### src/rtl/adder_pkg.sv
// rtl/adder_pkg.sv - shared state, slot and default constants for the adder operand loader
package adder_pkg;

  typedef enum logic [1:0] {
    COLLECT  = 2'd0,
    LAUNCH   = 2'd1,
    WAIT_CLR = 2'd2,
    WAIT_SET = 2'd3
  } state_t;

  localparam logic [1:0] SLOT_A = 2'd0;
  localparam logic [1:0] SLOT_B = 2'd1;
  localparam logic [1:0] SLOT_C = 2'd2;
  localparam logic [1:0] SLOT_D = 2'd3;

  localparam int DEFAULT_WIDTH   = 8;
  localparam int DEFAULT_TIMEOUT = 16;

endpackage

### src/rtl/timeout_counter.sv
// rtl/timeout_counter.sv - wait-cycle counter that flags when TIMEOUT cycles have been spent
module timeout_counter #(
  parameter int TIMEOUT = 16
) (
  input  logic clk,
  input  logic rst,
  input  logic clear,
  input  logic enable,
  output logic expired
);

  localparam int CW = (TIMEOUT > 2) ? $clog2(TIMEOUT) : 1;
  localparam logic [CW-1:0] LAST = CW'(TIMEOUT - 1);

  logic [CW-1:0] count;

  // Holds at the terminal value so expired stays asserted until cleared.
  always_ff @(posedge clk or posedge rst) begin
    if (rst) begin
      count <= '0;
    end else if (clear) begin
      count <= '0;
    end else if (enable && !expired) begin
      count <= count + CW'(1);
    end
  end

  assign expired = (count == LAST);

endmodule

### src/rtl/adder_operand_loader.sv
// rtl/adder_operand_loader.sv - collects four operands from a stream, launches the adder and waits for completion
module adder_operand_loader
  import adder_pkg::*;
#(
  parameter int WIDTH   = DEFAULT_WIDTH,
  parameter int TIMEOUT = DEFAULT_TIMEOUT
) (
  input  logic             clk,
  input  logic             rst,
  input  logic             clr,
  input  logic             in_valid,
  input  logic [WIDTH-1:0] in_data,
  output logic             in_ready,
  input  logic             done_in,
  output logic             go,
  output logic [WIDTH-1:0] a_out,
  output logic [WIDTH-1:0] b_out,
  output logic [WIDTH-1:0] c_out,
  output logic [WIDTH-1:0] d_out,
  output logic             busy,
  output logic             batch_done,
  output logic             err
);

  state_t           state, state_nxt;
  logic [1:0]       idx, idx_nxt;
  logic             in_ready_nxt, go_nxt, busy_nxt, batch_done_nxt, err_nxt;
  logic [WIDTH-1:0] a_nxt, b_nxt, c_nxt, d_nxt;
  logic             wait_en, wait_clear, expired;

  assign wait_en    = (state == WAIT_CLR) || (state == WAIT_SET);
  assign wait_clear = clr || (state == LAUNCH);

  timeout_counter #(.TIMEOUT(TIMEOUT)) u_wait_cnt (
    .clk     (clk),
    .rst     (rst),
    .clear   (wait_clear),
    .enable  (wait_en),
    .expired (expired)
  );

  always_comb begin
    state_nxt      = state;
    idx_nxt        = idx;
    in_ready_nxt   = in_ready;
    go_nxt         = 1'b0;
    busy_nxt       = busy;
    batch_done_nxt = 1'b0;
    err_nxt        = err;
    a_nxt          = a_out;
    b_nxt          = b_out;
    c_nxt          = c_out;
    d_nxt          = d_out;

    if (clr) begin
      state_nxt    = COLLECT;
      idx_nxt      = SLOT_A;
      in_ready_nxt = 1'b1;
      busy_nxt     = 1'b0;
      err_nxt      = 1'b0;
      a_nxt        = '0;
      b_nxt        = '0;
      c_nxt        = '0;
      d_nxt        = '0;
    end else begin
      case (state)
        COLLECT: begin
          in_ready_nxt = 1'b1;
          busy_nxt     = 1'b0;
          if (in_valid && in_ready) begin
            case (idx)
              SLOT_A: a_nxt = in_data;
              SLOT_B: b_nxt = in_data;
              SLOT_C: c_nxt = in_data;
              SLOT_D: d_nxt = in_data;
            endcase
            if (idx == SLOT_D) begin
              state_nxt    = LAUNCH;
              idx_nxt      = SLOT_A;
              in_ready_nxt = 1'b0;
              busy_nxt     = 1'b1;
              go_nxt       = 1'b1;
            end else begin
              idx_nxt = idx + 2'd1;
            end
          end
        end
        LAUNCH: state_nxt = WAIT_CLR;
        // The batch cannot complete from WAIT_CLR, so an expired budget wins here.
        WAIT_CLR: begin
          if (expired) begin
            state_nxt    = COLLECT;
            in_ready_nxt = 1'b1;
            busy_nxt     = 1'b0;
            err_nxt      = 1'b1;
          end else if (!done_in) begin
            state_nxt = WAIT_SET;
          end
        end
        WAIT_SET: begin
          if (done_in) begin
            state_nxt      = COLLECT;
            in_ready_nxt   = 1'b1;
            busy_nxt       = 1'b0;
            batch_done_nxt = 1'b1;
          end else if (expired) begin
            state_nxt    = COLLECT;
            in_ready_nxt = 1'b1;
            busy_nxt     = 1'b0;
            err_nxt      = 1'b1;
          end
        end
      endcase
    end
  end

  always_ff @(posedge clk or posedge rst) begin
    if (rst) begin
      state      <= COLLECT;
      idx        <= SLOT_A;
      in_ready   <= 1'b0;
      go         <= 1'b0;
      busy       <= 1'b0;
      batch_done <= 1'b0;
      err        <= 1'b0;
      a_out      <= '0;
      b_out      <= '0;
      c_out      <= '0;
      d_out      <= '0;
    end else begin
      state      <= state_nxt;
      idx        <= idx_nxt;
      in_ready   <= in_ready_nxt;
      go         <= go_nxt;
      busy       <= busy_nxt;
      batch_done <= batch_done_nxt;
      err        <= err_nxt;
      a_out      <= a_nxt;
      b_out      <= b_nxt;
      c_out      <= c_nxt;
      d_out      <= d_nxt;
    end
  end

endmodule

### config.mk
export PLATFORM = sky130hd
export DESIGN_NAME = adder_operand_loader
export DESIGN_NICKNAME = d
export VERILOG_FILES = /design/src/rtl/adder_pkg.sv /design/src/rtl/timeout_counter.sv /design/src/rtl/adder_operand_loader.sv
export SDC_FILE = /design/constraint.sdc
export NUM_CORES = 1
export LEC_CHECK = 0
export CAP_MARGIN = 15
export CORE_ASPECT_RATIO = 1.75
export CORE_MARGIN = 5
export CORE_UTILIZATION = 49
export DETAILED_ROUTE_END_ITERATION = 7
export GPL_ROUTABILITY_DRIVEN = 0
export PLACE_DENSITY = 0.81
export SYNTH_ARGS = -nofsm -noshare
export SYNTH_HDL_FRONTEND = slang
export SYNTH_SLANG_ARGS = --single-unit
### constraint.sdc
create_clock -name clk -period 2.23 [get_ports clk]
set_clock_uncertainty 0.1 [all_clocks]
set_input_delay 0.446 -clock clk [delete_from_list [all_inputs] [get_ports clk]]
set_output_delay 0.446 -clock clk [all_outputs]
set_load 0.02 [all_outputs]
==> out/qor.yml <==
relSlewSlack: 0.7231
clock_latency_ns: 0.30
crit_buf_inv: 1
slew_viol_final: 0
grtUsageTotal: 0.1902
ys_warn_count: 0
fill_cells: 355
synth_top_area_share: 0.5428
fin_crit_ns: 1.892
tightest_slew_ns: 0.4141
synth-seq-cells: 45
syn_nets: 227
critPathMaxFanout: 5
max_stage_delay_ns: 0.63
cap_violations: 0
post_cts_buffers: 0
wire_per_inst_um: 16.60
critPathRequiredTime_ns: 1.68
cts.hold.buffers_added: 0
cts_root_buf: "clkbuf_8"
num-nets-final: 279
final_common_cell: "nand2_1"
initial_core_util: 0.5046
start_kind: "register"
timing.final.crit_share: 0.8484
grt_max_degree: 46
path_class: "reg2out"
synth_top_cells_by_area: "dfrtp_1 54%, nand2_1 9.6%, a21oi_1 6.8%"
rsz0062_at_grt: "no"
grt_overflow: 0
cp-end-kind: "output port"
synth_top_area_cell: "dfrtp_1"
peakVddDrop_uv: 532.3
power_leakage_nw: 1.152
cp_slowest_cell: "clkdlybuf4s50_1"
ant_nets: 0
numPortBuffers: 49
die_w_um: 59.19
fin_area_um2: 2713
row_count: 31
hold_violations: 0
power_density_nw_per_um2: 792.5
crit_family: "buffers and inverters"
clkTransAtPathRegs_ns: 0.09
syn_area_um2: 2074
crit_path_cell_trace: "clkdlybuf4s50_1"
place_area_um2: 2609
dr.pass1.iters: 4
diodes: 0
post-dp-hpwl_mm: 3.648
syn_to_final_growth_pct: 30.76
final_cell_mix: "53 x nand2_1, 49 x clkdlybuf4s50_1, 45 x dfrtp_1, 28 x a21oi_1, 10 x ha_1"
route.vias.total: 1660
fin_cells: 305
die_area_um2: 5686
setup_viol: 0
cts_sinks: 45
grt_pass1_wl_mm: 8.017
io_pins: 50
clock.fmax_ghz: 0.5286
total_power_mw: 2.150
setup_tns_ns: 0
fp.coreArea_um2: 4111
routed_wl_mm: 5.062
die_y_um: 96.08
outcome: "completed"
cts_tree: "yes"
clockBufferDepth: 2
synth_cell_types: 34
routed_via_density: 5.443
syn_area_per_cell_um2: 10.17
cts-buffers-inserted: 5
cts_resized: 0
hold_path_class: "in2async"
arrival_ns: 1.35
ctsHtreeMaxLevel: 2
drive_gt1_frac: 0.08984
yosysSeqAreaShare: 0.5428
post-place-cells: 298
antenna_found_initial: 0
route.detailed.drc: 0
drtIter0Drc: 57
grt_pass1_vias: 1673
synth_cells: 204
-- layout make-up --
| type | instances | area, µm² | share of cell area |
|---|---|---|---|
| Clock buffer | 5 | 68.82 | 0.02537 |
| Clock inverter | 2 | 35.03 | 0.01292 |
| Inverter | 5 | 18.77 | 0.006919 |
| Multi-Input combinational cell | 146 | 869.6 | 0.3206 |
| Sequential cell | 45 | 1126 | 0.4151 |
| Tap cell | 49 | 61.31 | 0.02260 |
| Timing Repair Buffer | 53 | 533.0 | 0.1965 |
-- per-stage QoR --
step                      hold WS, ns  setup slack [ns]  utilization
after CTS                      0.3980            0.3351       0.6598
after detailed placement       0.3946            0.1421       0.6345
after floorplan                0.4372            0.5295            -
after global routing           0.4148            0.2297       0.6598
after global placement         0.3878            0.1744       0.6345
final                          0.3783            0.3381       0.6598
-- where the power goes --
part / internal [mW] / switching, mW
logic: 0.261 / 0.351
registers: 0.888 / 0.0493
clock network: 0.326 / 0.275
-- cell usage after synthesis (all sizes together) --
master,instances
nor3,5
a21oi,31
nor2b,2
inv,5
mux2,2
nand2b,1
a22oi,1
or4,1
o31ai,1
dfrtp,45
a22o,8
nand3,4
nand2,53
and3,2
and2,5
a32oi,1
xnor2,4
nor2,10
clkbuf,2
o21ai,2
nor3b,1
mux2i,1
o21a,1
buf,6
ha,10
-- layer usage --
| metal | track usage | up-vias | part of all wire |
|---|---|---|---|
| met3 | 0.04295 | 10 | 0.058 |
| met4 | 0.08318 | 0 | 0.024 |
| met1 | 0.1965 | 815 | 0.36 |
| met5 | 0 | - | 0 |
| li1 | - | 784 | - |
| met2 | 0.3522 | 51 | 0.56 |
-- sequential cells by signal, indices dropped and copies added (netlist names) --
name              flops
d_out                 8
b_out                 8
go                    1
a_out                 8
idx                   2
c_out                 8
err                   1
in_ready              1
batch_done            1
u_wait_cnt.count      4
busy                  1
state                 2
-- path summary, 6_finish.rpt --
check,from,end,slack [ns],depth (start not counted)
max in group asynchronous,rst,batch_done,1.43,3
worst max-delay path,in_ready,in_ready,0.34,1
min in group clk,d_out[0],d_out[0],0.41,1
worst min register to register,d_out[0],d_out[0],0.41,1
worst max register to register,state[0],a_out[6],0.35,6
worst min-delay path,rst,c_out[2],0.38,3
-- cell families (layout without fill, tap and decap cells) --
family | Yosys count | in the layout | share of synthesized area
AOI/OAI and AO/OA | 45 | 45 | 0.1399
xor gates and xnor gates | 4 | 4 | 0.01689
adders and majority gates | 10 | 10 | 0.06031
buffers and inverters | 13 | 65 | 0.03799
DFF | 45 | 45 | 0.5428
muxes | 3 | 3 | 0.01568
and+or+nand+nor | 84 | 84 | 0.1864
Power figures use the tool's default switching activity.
